--- config.mk ---
export PLATFORM = sky130hd
export DESIGN_NAME = sine_rom_arbiter_flat
export DESIGN_NICKNAME = d
export VERILOG_FILES = /design/src/rtl/sine_rom_arbiter_if.sv /design/src/rtl/sine_rom_arbiter.sv /design/src/flat_wrapper.sv
export SDC_FILE = /design/constraint.sdc
export NUM_CORES = 1
export LEC_CHECK = 0
export ABC_AREA = 1
export CORE_MARGIN = 5
export CORE_UTILIZATION = 39
export CTS_CLUSTER_SIZE = 16
export DETAILED_ROUTE_END_ITERATION = 8
export PLACE_DENSITY = 0.91
export SLEW_MARGIN = 20
export SYNTH_ARGS = -nofsm -noshare
export SYNTH_HDL_FRONTEND = slang
export SYNTH_SLANG_ARGS = --single-unit
--- constraint.sdc ---
create_clock -name clk -period 1.4 [get_ports clk]
set_input_delay 0.28 -clock clk [delete_from_list [all_inputs] [get_ports clk]]
set_output_delay 0.28 -clock clk [all_outputs]
set_load 0.1 [all_outputs]
--- src/rtl/sine_rom_arbiter_if.sv ---
// Bus bundle for the two-channel sine ROM arbiter: request channels, ROM port and scaled output.
interface sine_rom_arbiter_if #(
  parameter int ADDR_W = 10,
  parameter int DATA_W = 16
);
  logic              req0;
  logic [ADDR_W-1:0] addr0;
  logic [1:0]        shift0;
  logic              gnt0;
  logic              req1;
  logic [ADDR_W-1:0] addr1;
  logic [1:0]        shift1;
  logic              gnt1;
  logic              rom_en;
  logic [ADDR_W-1:0] rom_addr;
  logic [DATA_W-1:0] rom_data;
  logic [DATA_W+1:0] dout;
  logic              dout_valid;
  logic              dout_ch;

  modport slave (
    input  req0, addr0, shift0, req1, addr1, shift1, rom_data,
    output gnt0, gnt1, rom_en, rom_addr, dout, dout_valid, dout_ch
  );

  modport master (
    output req0, addr0, shift0, req1, addr1, shift1, rom_data,
    input  gnt0, gnt1, rom_en, rom_addr, dout, dout_valid, dout_ch
  );
endinterface

--- src/rtl/sine_rom_arbiter.sv ---
// Round-robin arbiter sharing one registered sine ROM between two channels,
// followed by a two-stage pipeline that scales each sample by a per-request left shift.
module sine_rom_arbiter #(
  parameter int ADDR_W = 10,
  parameter int DATA_W = 16
) (
  input  logic               clk,
  input  logic               rst,
  sine_rom_arbiter_if.slave  bus
);

  function automatic logic [1:0] sat_shift(input logic [1:0] sh);
    return (sh == 2'd3) ? 2'd2 : sh;
  endfunction

  function automatic logic [DATA_W+1:0] scale(input logic [DATA_W-1:0] s, input logic [1:0] sh);
    logic [DATA_W+1:0] ext;
    ext = {2'b00, s};
    return ext << sh;
  endfunction

  logic              prio_q, prio_d;
  logic              gnt0, gnt1, accept;
  logic [ADDR_W-1:0] rom_addr;
  logic              vld_p1_q, vld_p1_d;
  logic              ch_p1_q, ch_p1_d;
  logic [1:0]        shift_p1_q, shift_p1_d;
  logic              vld_p2_q, vld_p2_d;
  logic              ch_p2_q, ch_p2_d;
  logic [DATA_W+1:0] dout_p2_q, dout_p2_d;

  always_comb begin
    gnt0 = 1'b0;
    gnt1 = 1'b0;
    if (!rst) begin
      if (bus.req0 && (!bus.req1 || !prio_q)) gnt0 = 1'b1;
      else if (bus.req1)                     gnt1 = 1'b1;
    end
    accept   = gnt0 | gnt1;
    rom_addr = gnt0 ? bus.addr0 : (gnt1 ? bus.addr1 : '0);
    // prio points at the channel that lost the most recent accept
    prio_d   = gnt0 ? 1'b1 : (gnt1 ? 1'b0 : prio_q);

    // Stage 1: capture request attributes at the accept edge
    vld_p1_d   = accept;
    ch_p1_d    = accept ? gnt1 : ch_p1_q;
    shift_p1_d = accept ? sat_shift(gnt1 ? bus.shift1 : bus.shift0) : shift_p1_q;

    // Stage 2: combine with the ROM word that arrives one cycle after rom_en
    vld_p2_d  = vld_p1_q;
    ch_p2_d   = vld_p1_q ? ch_p1_q : ch_p2_q;
    dout_p2_d = vld_p1_q ? scale(bus.rom_data, shift_p1_q) : dout_p2_q;
  end

  always_ff @(posedge clk) begin
    if (rst) begin
      prio_q     <= 1'b0;
      vld_p1_q   <= 1'b0;
      ch_p1_q    <= 1'b0;
      shift_p1_q <= 2'd0;
      vld_p2_q   <= 1'b0;
      ch_p2_q    <= 1'b0;
      dout_p2_q  <= '0;
    end else begin
      prio_q     <= prio_d;
      vld_p1_q   <= vld_p1_d;
      ch_p1_q    <= ch_p1_d;
      shift_p1_q <= shift_p1_d;
      vld_p2_q   <= vld_p2_d;
      ch_p2_q    <= ch_p2_d;
      dout_p2_q  <= dout_p2_d;
    end
  end

  assign bus.gnt0       = gnt0;
  assign bus.gnt1       = gnt1;
  assign bus.rom_en     = accept;
  assign bus.rom_addr   = rom_addr;
  assign bus.dout       = dout_p2_q;
  assign bus.dout_valid = vld_p2_q;
  assign bus.dout_ch    = ch_p2_q;

endmodule
--- src/flat_wrapper.sv ---
// flat-port wrapper written by rule: the top's interface ports become plain ports
module sine_rom_arbiter_flat 
#(
  parameter int ADDR_W = 10,
  parameter int DATA_W = 16
)
  (clk, rst, bus_req0, bus_addr0, bus_shift0, bus_req1, bus_addr1, bus_shift1, bus_rom_data, bus_gnt0, bus_gnt1, bus_rom_en, bus_rom_addr, bus_dout, bus_dout_valid, bus_dout_ch);
  sine_rom_arbiter_if #(.ADDR_W(ADDR_W), .DATA_W(DATA_W)) bus_i ();
  input  logic clk;
  input  logic rst;
  input wire logic [$bits(bus_i.req0)-1:0] bus_req0;
  input wire logic [$bits(bus_i.addr0)-1:0] bus_addr0;
  input wire logic [$bits(bus_i.shift0)-1:0] bus_shift0;
  input wire logic [$bits(bus_i.req1)-1:0] bus_req1;
  input wire logic [$bits(bus_i.addr1)-1:0] bus_addr1;
  input wire logic [$bits(bus_i.shift1)-1:0] bus_shift1;
  input wire logic [$bits(bus_i.rom_data)-1:0] bus_rom_data;
  output wire logic [$bits(bus_i.gnt0)-1:0] bus_gnt0;
  output wire logic [$bits(bus_i.gnt1)-1:0] bus_gnt1;
  output wire logic [$bits(bus_i.rom_en)-1:0] bus_rom_en;
  output wire logic [$bits(bus_i.rom_addr)-1:0] bus_rom_addr;
  output wire logic [$bits(bus_i.dout)-1:0] bus_dout;
  output wire logic [$bits(bus_i.dout_valid)-1:0] bus_dout_valid;
  output wire logic [$bits(bus_i.dout_ch)-1:0] bus_dout_ch;
  assign bus_i.req0 = bus_req0;
  assign bus_i.addr0 = bus_addr0;
  assign bus_i.shift0 = bus_shift0;
  assign bus_i.req1 = bus_req1;
  assign bus_i.addr1 = bus_addr1;
  assign bus_i.shift1 = bus_shift1;
  assign bus_i.rom_data = bus_rom_data;
  assign bus_gnt0 = bus_i.gnt0;
  assign bus_gnt1 = bus_i.gnt1;
  assign bus_rom_en = bus_i.rom_en;
  assign bus_rom_addr = bus_i.rom_addr;
  assign bus_dout = bus_i.dout;
  assign bus_dout_valid = bus_i.dout_valid;
  assign bus_dout_ch = bus_i.dout_ch;
  sine_rom_arbiter #(.ADDR_W(ADDR_W), .DATA_W(DATA_W)) u_core (.clk(clk), .rst(rst), .bus(bus_i));
endmodule
Yosys cells after proc, flatten, opt, wreduce, memory -nomap -nowiden
Index checks and enable logic that the tools add are counted.
{"block": "totals", "regBits": 25, "wordCells": 26}
{"block": "op_classes", "muxes": 11, "shifts": 1, "n_reduce_logical": 5, "n_bitwise": 1, "eq_ne": 1}
{"operator": "$mux W10", "n": 2}
{"operator": "$shl A16 B2 Y18", "n": 1}
{"operator": "$mux W1", "n": 7}
{"operator": "$mux W2", "n": 2}
{"operator": "$eq A2 B2 Y1 const B", "n": 1}
{"operator": "$logic_not A1 Y1", "n": 2}
{"operator": "$reduce_bool A2 Y1", "n": 1}
{"operator": "$logic_and A1 B1 Y1", "n": 1}
{"operator": "$logic_or A1 B1 Y1", "n": 1}
{"operator": "$or A1 B1 Y1", "n": 1}

Logic depth before layout (Yosys ltp)
{"block": "depth", "word_depth": 8, "ltp_mapped": 9, "ltp_nobuf": 8}

Worst setup path after synthesis
OpenSTA, ideal clock, no wires.
{"block": "synth_timing", "path_kind": "input-to-output", "from": "input port rst", "to": "output port bus_rom_addr[0]", "path_buffers": 2, "setup_slack_ns": -0.606, "arrival_time_ns": 1.726, "cell_stages": 6, "cell_sequence": "buf_6 nor2_4 nand2_4 inv_2 buf_6 a22o_1"}
{"block": "synth_via", "elab_chain_cells": 3}
{"element": "start: declaration", "line": "flat_wrapper.sv:10", "text": "input logic rst;"}
{"element": "$mux W1", "line": "sine_rom_arbiter.sv:35", "text": "if (!rst) begin"}
{"element": "named net bus_gnt1", "line": "flat_wrapper.sv:19", "text": "output wire logic [$bits(bus_i.gnt1)-1:0] bus_gnt1;"}
{"element": "$mux W10 (2 in series)", "line": "sine_rom_arbiter.sv:40", "text": "rom_addr = gnt0 ? bus.addr0 : (gnt1 ? bus.addr1 : '0);"}
{"element": "end: declaration", "line": "flat_wrapper.sv:21", "text": "output wire logic [$bits(bus_i.rom_addr)-1:0] bus_rom_addr;"}
The timed path passes the listed nets, and every way through them passes these cells.

Worst setup path after layout
{"block": "layout_timing", "from": "register u_core.prio_q", "to": "output port bus_rom_addr[9]"}
{"block": "layout_via", "elab_chain_cells": 7}
{"element": "start: declaration", "line": "sine_rom_arbiter.sv:22", "text": "logic prio_q, prio_d;"}
{"element": "start signal: assignment", "line": "sine_rom_arbiter.sv:65", "text": "prio_q <= prio_d;"}
{"element": "$logic_not A1 Y1 (*)", "line": "sine_rom_arbiter.sv:36", "text": "if (bus.req0 && (!bus.req1 || !prio_q)) gnt0 = 1'b1;"}
{"element": "$logic_or A1 B1 Y1 (*)", "line": "sine_rom_arbiter.sv:36"}
{"element": "$logic_and A1 B1 Y1 (*)", "line": "sine_rom_arbiter.sv:36"}
{"element": "$mux W1", "line": "sine_rom_arbiter.sv:36"}
{"element": "$mux W1", "line": "sine_rom_arbiter.sv:35"}
{"element": "$mux W10", "line": "sine_rom_arbiter.sv:40"}
{"element": "$mux W10 (*)", "line": "sine_rom_arbiter.sv:40"}
Every way passes the cells marked *; elsewhere a longest branch is shown, timed or not.

==> run_results.csv <==
group,metric,value,unit
sta,slew_viol_final,0,
place,dp_hpwl,3500,um
drt,ant_nets,0,
yosys,synth_nets,264,
final_layout,finalNetCount,347,
drt,viasPerCell,4.92,
final_layout,drive_gt1_frac,0.262,
global_route,grt_max_degree,21,
cts,cts_made_buffers,3,
drt,dr.pass1.iters,4,
sta,final_hold_viol_count,0,
sta,setup_ws,-236,ps
power,p_per_area,912,nW/um2
cts,clock_latency,270,ps
die,rows,22,
yosys,synth_cell_type_count,20,
place,dpl_worst_slack,-552,ps
critical_path,crit_required,1120,ps
cts,h-tree-depth,1,
sta,period_minus_slack,1640,ps
yosys,syn_inst,220,
sta,rsz0062_at_grt,"yes",
sta,tightest_slew,386,ps
critical_path,critPathMostFrequentCell,"nand2_4",
flow_run,cap_violations,0,
yosys,yosysSeqAreaShare,0.342,
critical_path,path_max_fanout,11,
yosys,synthArstFlopShare,0,
power,leakagePower,1.33,nW
drt,post-route-drc-count,0,
sta,fmax,611,MHz
global_route,grt.overflow.total,0,
critical_path,path_class,"flop to output pin",
global_route,grt_pass1_vias,1655,
global_route,grt_usage,0.179,
critical_path,crit_family,"flip-flops",
critical_path,critPathBufInv,3,
critical_path,end_kind,"output pin",
global_route,grt_antenna_before_repair,0,
final_layout,area_delta_synth_final,88.8,%
cts,path_clk_slew,90,ps
cts,postCtsSetupBuffers,0,
drt,wl,4560,um
cts,cts_hold_buf,0,
final_layout,layout_commonest_cell,"nand2_1",
sta,fin_skew,1.31,ps
final_layout,post-route-util,0.755,
yosys,syn_area,1460,um2
die,dieArea,5080,um2
yosys,synth_edf_count,0,
final_layout,diodes,0,
outcome,status,"finished with violations",
yosys,ys.warnings.count,0,
yosys,avgSynthCellArea,6.65,um2
final_layout,layout.cells.most_common_list,"nand2_1, clkdlybuf4s50_1, buf_12, inv_1, dfxtp_1",
place,gp_congestion,0.850,
die,fp.coreArea,3660,um2
drt,vias,1723,
die,initial_core_util,0.400,
cts,root_buffer,"clkbuf_8",
yosys,ys_seq_elements,25,
place,numPortBuffers,76,
die,ios,77,
sta,setup_viol,13,
critical_path,crit_arrival,1360,ps
outcome,violations,"negative setup slack",
power,peakVddDrop,696,uV
cts,cts_sinks,25,
sta,fin_crit_sh,1.17,
critical_path,slowest_stage,"dfxtp_2",
yosys,synth_flop_cell,"dfxtp_1",
critical_path,crit_chain,"nand2_2 > nand2_4 > inv_2 > nand2_4 > inv_8 > a22o_2 > buf_12",
critical_path,start_kind,"flop",
critical_path,cpPeakStageDelay,340,ps
global_route,grt_pass1_wl,7530,um
cts,clockBufferDepth,2,
die,die_h,71.3,um
drt,drtIter0Drc,59,
cts,cts_tree,"done",
min_path,hp-class,"primary input to flop",
drt,routedWlPerCell,13.0,um
sta,max_slew_margin,0.742,
die,die_width,71.3,um
## timing repair
action	in CTS	in global routing
gates resized for setup	11	0
pin swaps	1	0
setup endpoints to repair	14	13
cloned	1	0
## path summary, 6_finish.rpt
check	from	to	slack, ps	depth (start not counted)
worst max-delay path	u_core.prio_q$_SDFFE_PP0P_	bus_rom_addr[9]	-240	7
worst min-delay path	bus_req1	u_core.ch_p1_q$_SDFFE_PP0P_	470	3
worst max register to register	u_core.prio_q$_SDFFE_PP0P_	u_core.shift_p1_q[0]$_SDFFE_PP0P_	170	9
worst min register to register	u_core.bus.dout[1]$_SDFFE_PP0P_	u_core.bus.dout[1]$_SDFFE_PP0P_	510	2
## layer usage
layer,part of all wire,track usage
met1,0.42,0.225
met2,0.47,0.304
met3,0.10,0.0547
met4,0.0066,0.0334
met5,0,0
## logic make-up (layout without fill, tap and decap cells)
| kind of cell | after synthesis | in the layout | share of synthesized area |
|---|---|---|---|
| simple gates | 119 | 119 | 0.347 |
| compound gates | 34 | 34 | 0.154 |
| buf+inv | 42 | 124 | 0.157 |
| flops | 25 | 25 | 0.342 |
## power by group
| part | switching, mW | total (mW) | leakage (nW) | internal [mW] |
|---|---|---|---|---|
| Sequential | 0.0563 | 0.822 | 0.206 | 0.766 |
| Clock | 0.240 | 0.442 | 0.0217 | 0.202 |
| Combinational | 0.761 | 1.26 | 1.10 | 0.496 |
| Total | 1.06 | 2.52 | 1.33 | 1.46 |
## registers in the layout, summed over array words and instances (netlist names)
signal	flops
u_core.bus.dout	18
u_core.prio_q	1
u_core.bus.dout_ch	1
u_core.vld_p1_q	1
u_core.bus.dout_valid	1
u_core.ch_p1_q	1
u_core.shift_p1_q	2
## layout make-up
type                       count  area, um2
sequential                    25        502
multi-input combinational    153        816
timing repair inverter         1       8.76
clock buffer                   3       41.3
fill                         256        897
clock inverter                 1       7.51
tap                           48       60.1
inverter                      31        139
timing repair buffer          88       1190
## worst min-delay path, cell delays in order
cell	delay [ps]
dlygate4sd2_1	240
o21ai_0	80
nor2_1	100
## cells in the mapped netlist, types with 2 or more instances
master | number | area share
a21oi_1 | 5 | 0.017
a22o_1 | 10 | 0.060
a31oi_1 | 2 | 0.0085
buf_6 | 7 | 0.054
clkbuf_1 | 2 | 0.0051
dfxtp_1 | 25 | 0.34
inv_1 | 24 | 0.062
inv_2 | 6 | 0.015
nand2_1 | 90 | 0.23
nand2_4 | 3 | 0.023
nand3_1 | 17 | 0.058
nor2_1 | 6 | 0.015
nor2_4 | 2 | 0.015
o21ai_0 | 7 | 0.024
o21ai_1 | 6 | 0.021
o21ai_2 | 4 | 0.024
## stage by stage
step	std cells	setup TNS, ps	hold WS, ps	cell area, um2	power [mW]
CTS	350	-2780	465	2760	2.53
detailed placement	345	-6890	496	2690	2.09
finish	350	-2730	467	2760	2.52
global placement	345	-6400	477	2690	2.07
floorplan	220	-609	432	1570	1.60
global route	350	-3440	515	2760	2.62
No activity file was read; power rests on OpenSTA's default activity.
==> variant 1: new RTL, config.mk and constraints unchanged <==
`ADDR_W` is set to 10 in 3 places; all go to 11.
--- a/src/rtl/sine_rom_arbiter_if.sv
+++ b/src/rtl/sine_rom_arbiter_if.sv
@@ -1,5 +1,5 @@
 // Bus bundle for the two-channel sine ROM arbiter: request channels, ROM port and scaled output.
 interface sine_rom_arbiter_if #(
-  parameter int ADDR_W = 10,
+  parameter int ADDR_W = 11,
   parameter int DATA_W = 16
 );
--- a/src/rtl/sine_rom_arbiter.sv
+++ b/src/rtl/sine_rom_arbiter.sv
@@ -2,5 +2,5 @@
 // followed by a two-stage pipeline that scales each sample by a per-request left shift.
 module sine_rom_arbiter #(
-  parameter int ADDR_W = 10,
+  parameter int ADDR_W = 11,
   parameter int DATA_W = 16
 ) (
--- a/src/flat_wrapper.sv
+++ b/src/flat_wrapper.sv
@@ -2,5 +2,5 @@
 module sine_rom_arbiter_flat 
 #(
-  parameter int ADDR_W = 10,
+  parameter int ADDR_W = 11,
   parameter int DATA_W = 16
 )
Ports: changed (resized bus_addr0, bus_addr1 and bus_rom_addr); port bits go from 77 to 80. No check against the original RTL was run, so the function may have changed too.
==> variant 1 against the unedited design <==
The flow still finishes with violations (setup timing). Wire length rose by 22%. Clock skew rose by 0.0090 ns. Worst hold slack improved by 0.027 ns. Total power grew 1.9%. Area after synthesis is 0.60% higher. Clock power decreased by 5.4%. Count of clock-buffer cells in the layout did not move. Cell area is 2.7% higher. Sequential cell count did not move. Setup slack got worse by 0.020 ns. Via count grew 4.8%. Critical path type unchanged. Largest cell class unchanged.
==> variant 1: results <==
# TYPE chip_impl_metric gauge
chip_impl_metric{name="placement.io_buffers",unit=""} 79
chip_impl_metric{name="finalWorstSetupSlack",unit="ns"} -0.257
chip_impl_metric{name="detailroute.via_count",unit=""} 1805
chip_impl_metric{name="layout.nets",unit=""} 354
chip_impl_metric{name="largest_clock_skew_in_the_final_design",unit="ns"} 0.0103
chip_impl_metric{name="routabilityCongestion",unit=""} 0.845
chip_impl_metric{name="synth_nets",unit=""} 267
chip_impl_info{name="netlist_top_cells_count",value="sky130_fd_sc_hd__nand2_1 (91), sky130_fd_sc_hd__dfxtp_1 (25), sky130_fd_sc_hd__inv_1 (22)"} 1
chip_impl_metric{name="yosys.cell_types.count",unit=""} 21
chip_impl_info{name="worstSetupEndpoint",value="bus_rom_addr[7]"} 1
chip_impl_metric{name="setup_viol",unit=""} 14
chip_impl_metric{name="tightestPinTransition",unit="ns"} 0.399
chip_impl_metric{name="drtIter0Drc",unit=""} 174
chip_impl_info{name="violations",value="setup timing"} 1
chip_impl_metric{name="post_drt_wl_per_cell",unit="um"} 15.7
chip_impl_metric{name="worst-path-max-fanout",unit=""} 6
chip_impl_metric{name="layoutNonFillerInstCount",unit=""} 355
chip_impl_metric{name="finalSetupTns",unit="ns"} -3.20
chip_impl_metric{name="first_pass_grt_wire_length",unit="mm"} 8.83
chip_impl_info{name="run_status",value="finished, violations left"} 1
chip_impl_metric{name="fraction_of_layout_cells_with_a_size_suffix_above_1",unit=""} 0.270
chip_impl_metric{name="crit_path_max_incr_delay",unit="ns"} 0.36
chip_impl_metric{name="internal_power",unit="W"} 0.00148
chip_impl_metric{name="grt_util_all_layers",unit=""} 0.216
chip_impl_metric{name="max-vdd-ir-drop",unit="uV"} 782
chip_impl_metric{name="dpl.cell_count",unit=""} 349
chip_impl_metric{name="netlist_instances",unit=""} 221
chip_impl_metric{name="r2r_setup_slack",unit="ns"} 0.11
chip_impl_metric{name="p_leak",unit="nW"} 1.37
==> variant 1: changes by cell type in the layout (fill, tap and decap cells not counted), moves of 2 or more <==
cell / delta
sky130_fd_sc_hd__nand2_2: -2
sky130_fd_sc_hd__o21ai_1: -3
sky130_fd_sc_hd__clkdlybuf4s50_1: +2
sky130_fd_sc_hd__nand2_1: +2
sky130_fd_sc_hd__inv_1: -2
sky130_fd_sc_hd__inv_4: +2
sky130_fd_sc_hd__buf_4: +2
sky130_fd_sc_hd__a22o_4: +2
==> variant 1: how the worst min path moves through the flow <==
stage,to,slack [ns],cells past startpoint
3_5_place_dp,u_core.bus.dout[1],0.49,2
3_3_place_gp,u_core.bus.dout[17],0.49,2
4_1_cts,u_core.ch_p1_q,0.47,3
6_report,u_core.ch_p1_q,0.49,3
5_1_grt,u_core.ch_p1_q,0.51,3
2_1_floorplan,u_core.prio_q,0.43,2
==> variant 1: power groups by stage <==
stage	clock network [W]	logic [W]	registers, W
floorplan	0	0.000497	0.00112
global placement	0	0.00127	0.000836
detailed placement	0	0.00129	0.000837
CTS	0.000423	0.00131	0.000821
global route	0.000461	0.00138	0.000830
finish	0.000418	0.00133	0.000824
==> variant 1: cells by family (layout without fill, tap and decap cells) <==
family / after synthesis / count (layout) / share of synthesized area
buffers and inverters: 41 / 127 / 0.149
AND/OR/NAND/NOR: 121 / 121 / 0.355
flip-flops: 25 / 25 / 0.340
AO/OA/AOI/OAI: 34 / 34 / 0.156
==> variant 1: what timing repair did <==
| item | CTS | global route |
|---|---|---|
| setup endpoints to repair | 16 | 14 |
| gates cloned | 1 | 0 |
| pin swaps | 2 | 1 |
| buffers inserted | 1 | 0 |
| resized for setup | 12 | 3 |
==> variant 1: cell type report <==
cell class / instances / area (um^2)
clock buffers: 3 / 41.3
clock inverters: 1 / 5.00
fillers: 189 / 822
inverters: 30 / 133
multi-input cells: 155 / 863
flip-flops and latches: 25 / 502
well taps: 48 / 60.1
repair buffers: 92 / 1230
repair inverters: 1 / 8.76
==> variant 1: per-layer routing <==
metal | global-route usage | wire [um] | vias to the layer above
li1 | - | - | 869
met1 | 0.236 | 2130 | 854
met2 | 0.401 | 3010 | 70
met3 | 0.0519 | 310 | 12
met4 | 0.0772 | 116 | 0
met5 | 0 | 0 | -
==> variant 1: per-stage QoR <==
step / utilization / hold WS [ns] / setup WS, ns / power (W) / instance area (um^2)
final: 0.775 / 0.493 / -0.257 / 0.00257 / 2840
after global routing: 0.775 / 0.506 / -0.298 / 0.00267 / 2840
after CTS: 0.773 / 0.468 / -0.250 / 0.00256 / 2830
after detailed placement: 0.747 / 0.491 / -0.563 / 0.00213 / 2740
after global placement: 0.747 / 0.488 / -0.499 / 0.00210 / 2740
after floorplan: - / 0.432 / -0.0845 / 0.00162 / 1580
==> variant 2: new RTL, config.mk and constraints unchanged <==
Without the edit above. Reset style: asynchronous (`rst`), changed in one clocked block.
--- a/src/rtl/sine_rom_arbiter.sv
+++ b/src/rtl/sine_rom_arbiter.sv
@@ -53,5 +53,5 @@
   end
 
-  always_ff @(posedge clk) begin
+  always_ff @(posedge clk or posedge rst) begin
     if (rst) begin
       prio_q     <= 1'b0;
Function: differs if rst is asserted again (counterexample within 4 cycles, from zero or initial values and one cycle with rst high); with rst held inactive, the same outputs for 10 cycles.
==> variant 2 against the unedited design <==
The flow still finishes with violations (setup timing). Non-clock buffer count did not move. Final cell count fell by 11%. Setup slack got worse by 0.17 ns. Cell area fell by 1.2%. Core utilization rose by 4.5 points. Sequential cell count did not move. Area after synthesis fell by 3.6%. Wire length rose by 10%. First-iteration DRC count rose by 130%. Critical endpoint is now bus_rom_addr[8].
Power is not compared: it rests on default switching activity, and its combinational part moved more than twofold at a synthesized area within 25%.
==> variant 2: results <==
# TYPE chip_impl_metric gauge
chip_impl_metric{name="clk_transition_reported_paths",unit="ns"} 0.16
chip_impl_info{name="hold_path.class",value="input port to async pin"} 1
chip_impl_metric{name="synth_seq_area_share",unit=""} 0.443
chip_impl_metric{name="pin_count_of_the_biggest_net_entering_global_routing",unit=""} 26
chip_impl_info{name="critical_path.reg2reg.endpoint",value="u_core.shift_p1_q[0]"} 1
chip_impl_metric{name="grt_util_all_layers",unit=""} 0.195
chip_impl_info{name="run_status",value="finished, violations left"} 1
chip_impl_metric{name="r2r_setup_slack",unit="ns"} 0.01
chip_impl_info{name="violations",value="setup timing"} 1
chip_impl_info{name="regToRegStartpoint",value="u_core.prio_q"} 1
chip_impl_metric{name="largest_clock_skew_in_the_final_design",unit="ns"} 0.0311
chip_impl_metric{name="placed_area",unit="um^2"} 2640
chip_impl_info{name="leading_cell_types_by_total_area_after_synthesis",value="sky130_fd_sc_hd__dfrtp_1 (44%), sky130_fd_sc_hd__nand2_1 (23%), sky130_fd_sc_hd__a22o_1 (5.6%)"} 1
chip_impl_metric{name="yosys.cell_types.count",unit=""} 24
chip_impl_metric{name="tightestPinTransition",unit="ns"} 0.305
chip_impl_metric{name="setup_viol",unit=""} 13
chip_impl_metric{name="crit_path_max_incr_delay",unit="ns"} 0.43
chip_impl_metric{name="met3_wirelength",unit="um"} 308
chip_impl_info{name="netlist_top_cells_count",value="sky130_fd_sc_hd__nand2_1 (86), sky130_fd_sc_hd__dfrtp_1 (25), sky130_fd_sc_hd__nand3_1 (13)"} 1
chip_impl_metric{name="wl_met1",unit="mm"} 1.81
chip_impl_metric{name="layout.nets",unit=""} 311
chip_impl_metric{name="async_reset_ff_frac",unit=""} 1.00
chip_impl_metric{name="finalWorstSetupSlack",unit="ns"} -0.410
chip_impl_info{name="clk_root_buffer_cell",value="sky130_fd_sc_hd__clkbuf_4"} 1
chip_impl_metric{name="wl_met2",unit="mm"} 2.75
chip_impl_metric{name="fillerInstances",unit=""} 195
==> variant 2: final cells by class <==
class                           instances  share of cell area
Timing Repair Buffer                   88               0.433
Multi-Input combinational cell        136               0.277
Sequential cell                        25               0.229
Inverter                               12              0.0266
Tap cell                               46              0.0211
Clock buffer                            3             0.00825
Timing Repair inverter                  1             0.00321
Clock inverter                          1             0.00183
==> variant 2: cell families (layout without fill, tap and decap cells) <==
kind of cell    after synthesis  count (layout)  share of synthesized area
compound gates               26              26                      0.129
simple gates                110             110                      0.332
buf+inv                      21             105                     0.0966
flops                        25              25                      0.443
==> variant 2: worst max path at each step <==
stage / start / slack (ns) / cells after the start / end
after floorplan: u_core.prio_q / -0.05 / 5 / bus_rom_addr[0]
after global placement: rst / -0.48 / 6 / bus_rom_addr[9]
after detailed placement: rst / -0.52 / 6 / bus_rom_addr[9]
after CTS: u_core.prio_q / -0.41 / 6 / bus_rom_addr[9]
after global routing: u_core.prio_q / -0.46 / 6 / bus_rom_addr[8]
final: u_core.prio_q / -0.41 / 6 / bus_rom_addr[8]
==> variant 2: timing repair <==
item	in CTS	in global routing
pin swaps	2	3
gates cloned	0	1
setup buffers	0	2
setup endpoints to repair	16	15
gates resized for setup	6	6
==> variant 2: routing by layer <==
layer  track usage  up-vias
li1              -      760
met2         0.369       73
met3        0.0416       12
met4        0.0340        0
met5             0        -
met1         0.224      728
==> variant 2: worst reg2reg max path, stage by stage, from the launching register on <==
cell and delay, ns:
sky130_fd_sc_hd__dfrtp_1 0.41, sky130_fd_sc_hd__nand2_2 0.10, sky130_fd_sc_hd__nand2_4 0.11, sky130_fd_sc_hd__nand2_8 0.08, sky130_fd_sc_hd__buf_4 0.16, sky130_fd_sc_hd__nand2_2 0.09
sky130_fd_sc_hd__buf_4 0.14, sky130_fd_sc_hd__inv_2 0.04, sky130_fd_sc_hd__nand2_1 0.08, sky130_fd_sc_hd__nand2_1 0.07
==> variant 2: power by group through the flow <==
stage,Combinational [W],Sequential [W],Clock (W)
after global routing,0.00322,0.00118,0.000380
after detailed placement,0.00308,0.00116,0
after floorplan,0.000700,0.00232,0
final,0.00312,0.00115,0.000339
after global placement,0.00304,0.00115,0
after CTS,0.00309,0.00115,0.000335
==> variant 2: through the flow <==
stage / instances / total power (W) / hold WS (ns) / setup TNS [ns] / setup WS [ns]
floorplan: 182 / 0.00302 / 0.0589 / -0.489 / -0.0544
global placement: 305 / 0.00420 / 0.455 / -7.03 / -0.479
detailed placement: 305 / 0.00425 / 0.476 / -7.84 / -0.519
CTS: 309 / 0.00458 / 0.231 / -4.84 / -0.410
global route: 312 / 0.00477 / 0.219 / -5.49 / -0.455
finish: 312 / 0.00461 / 0.209 / -4.77 / -0.410
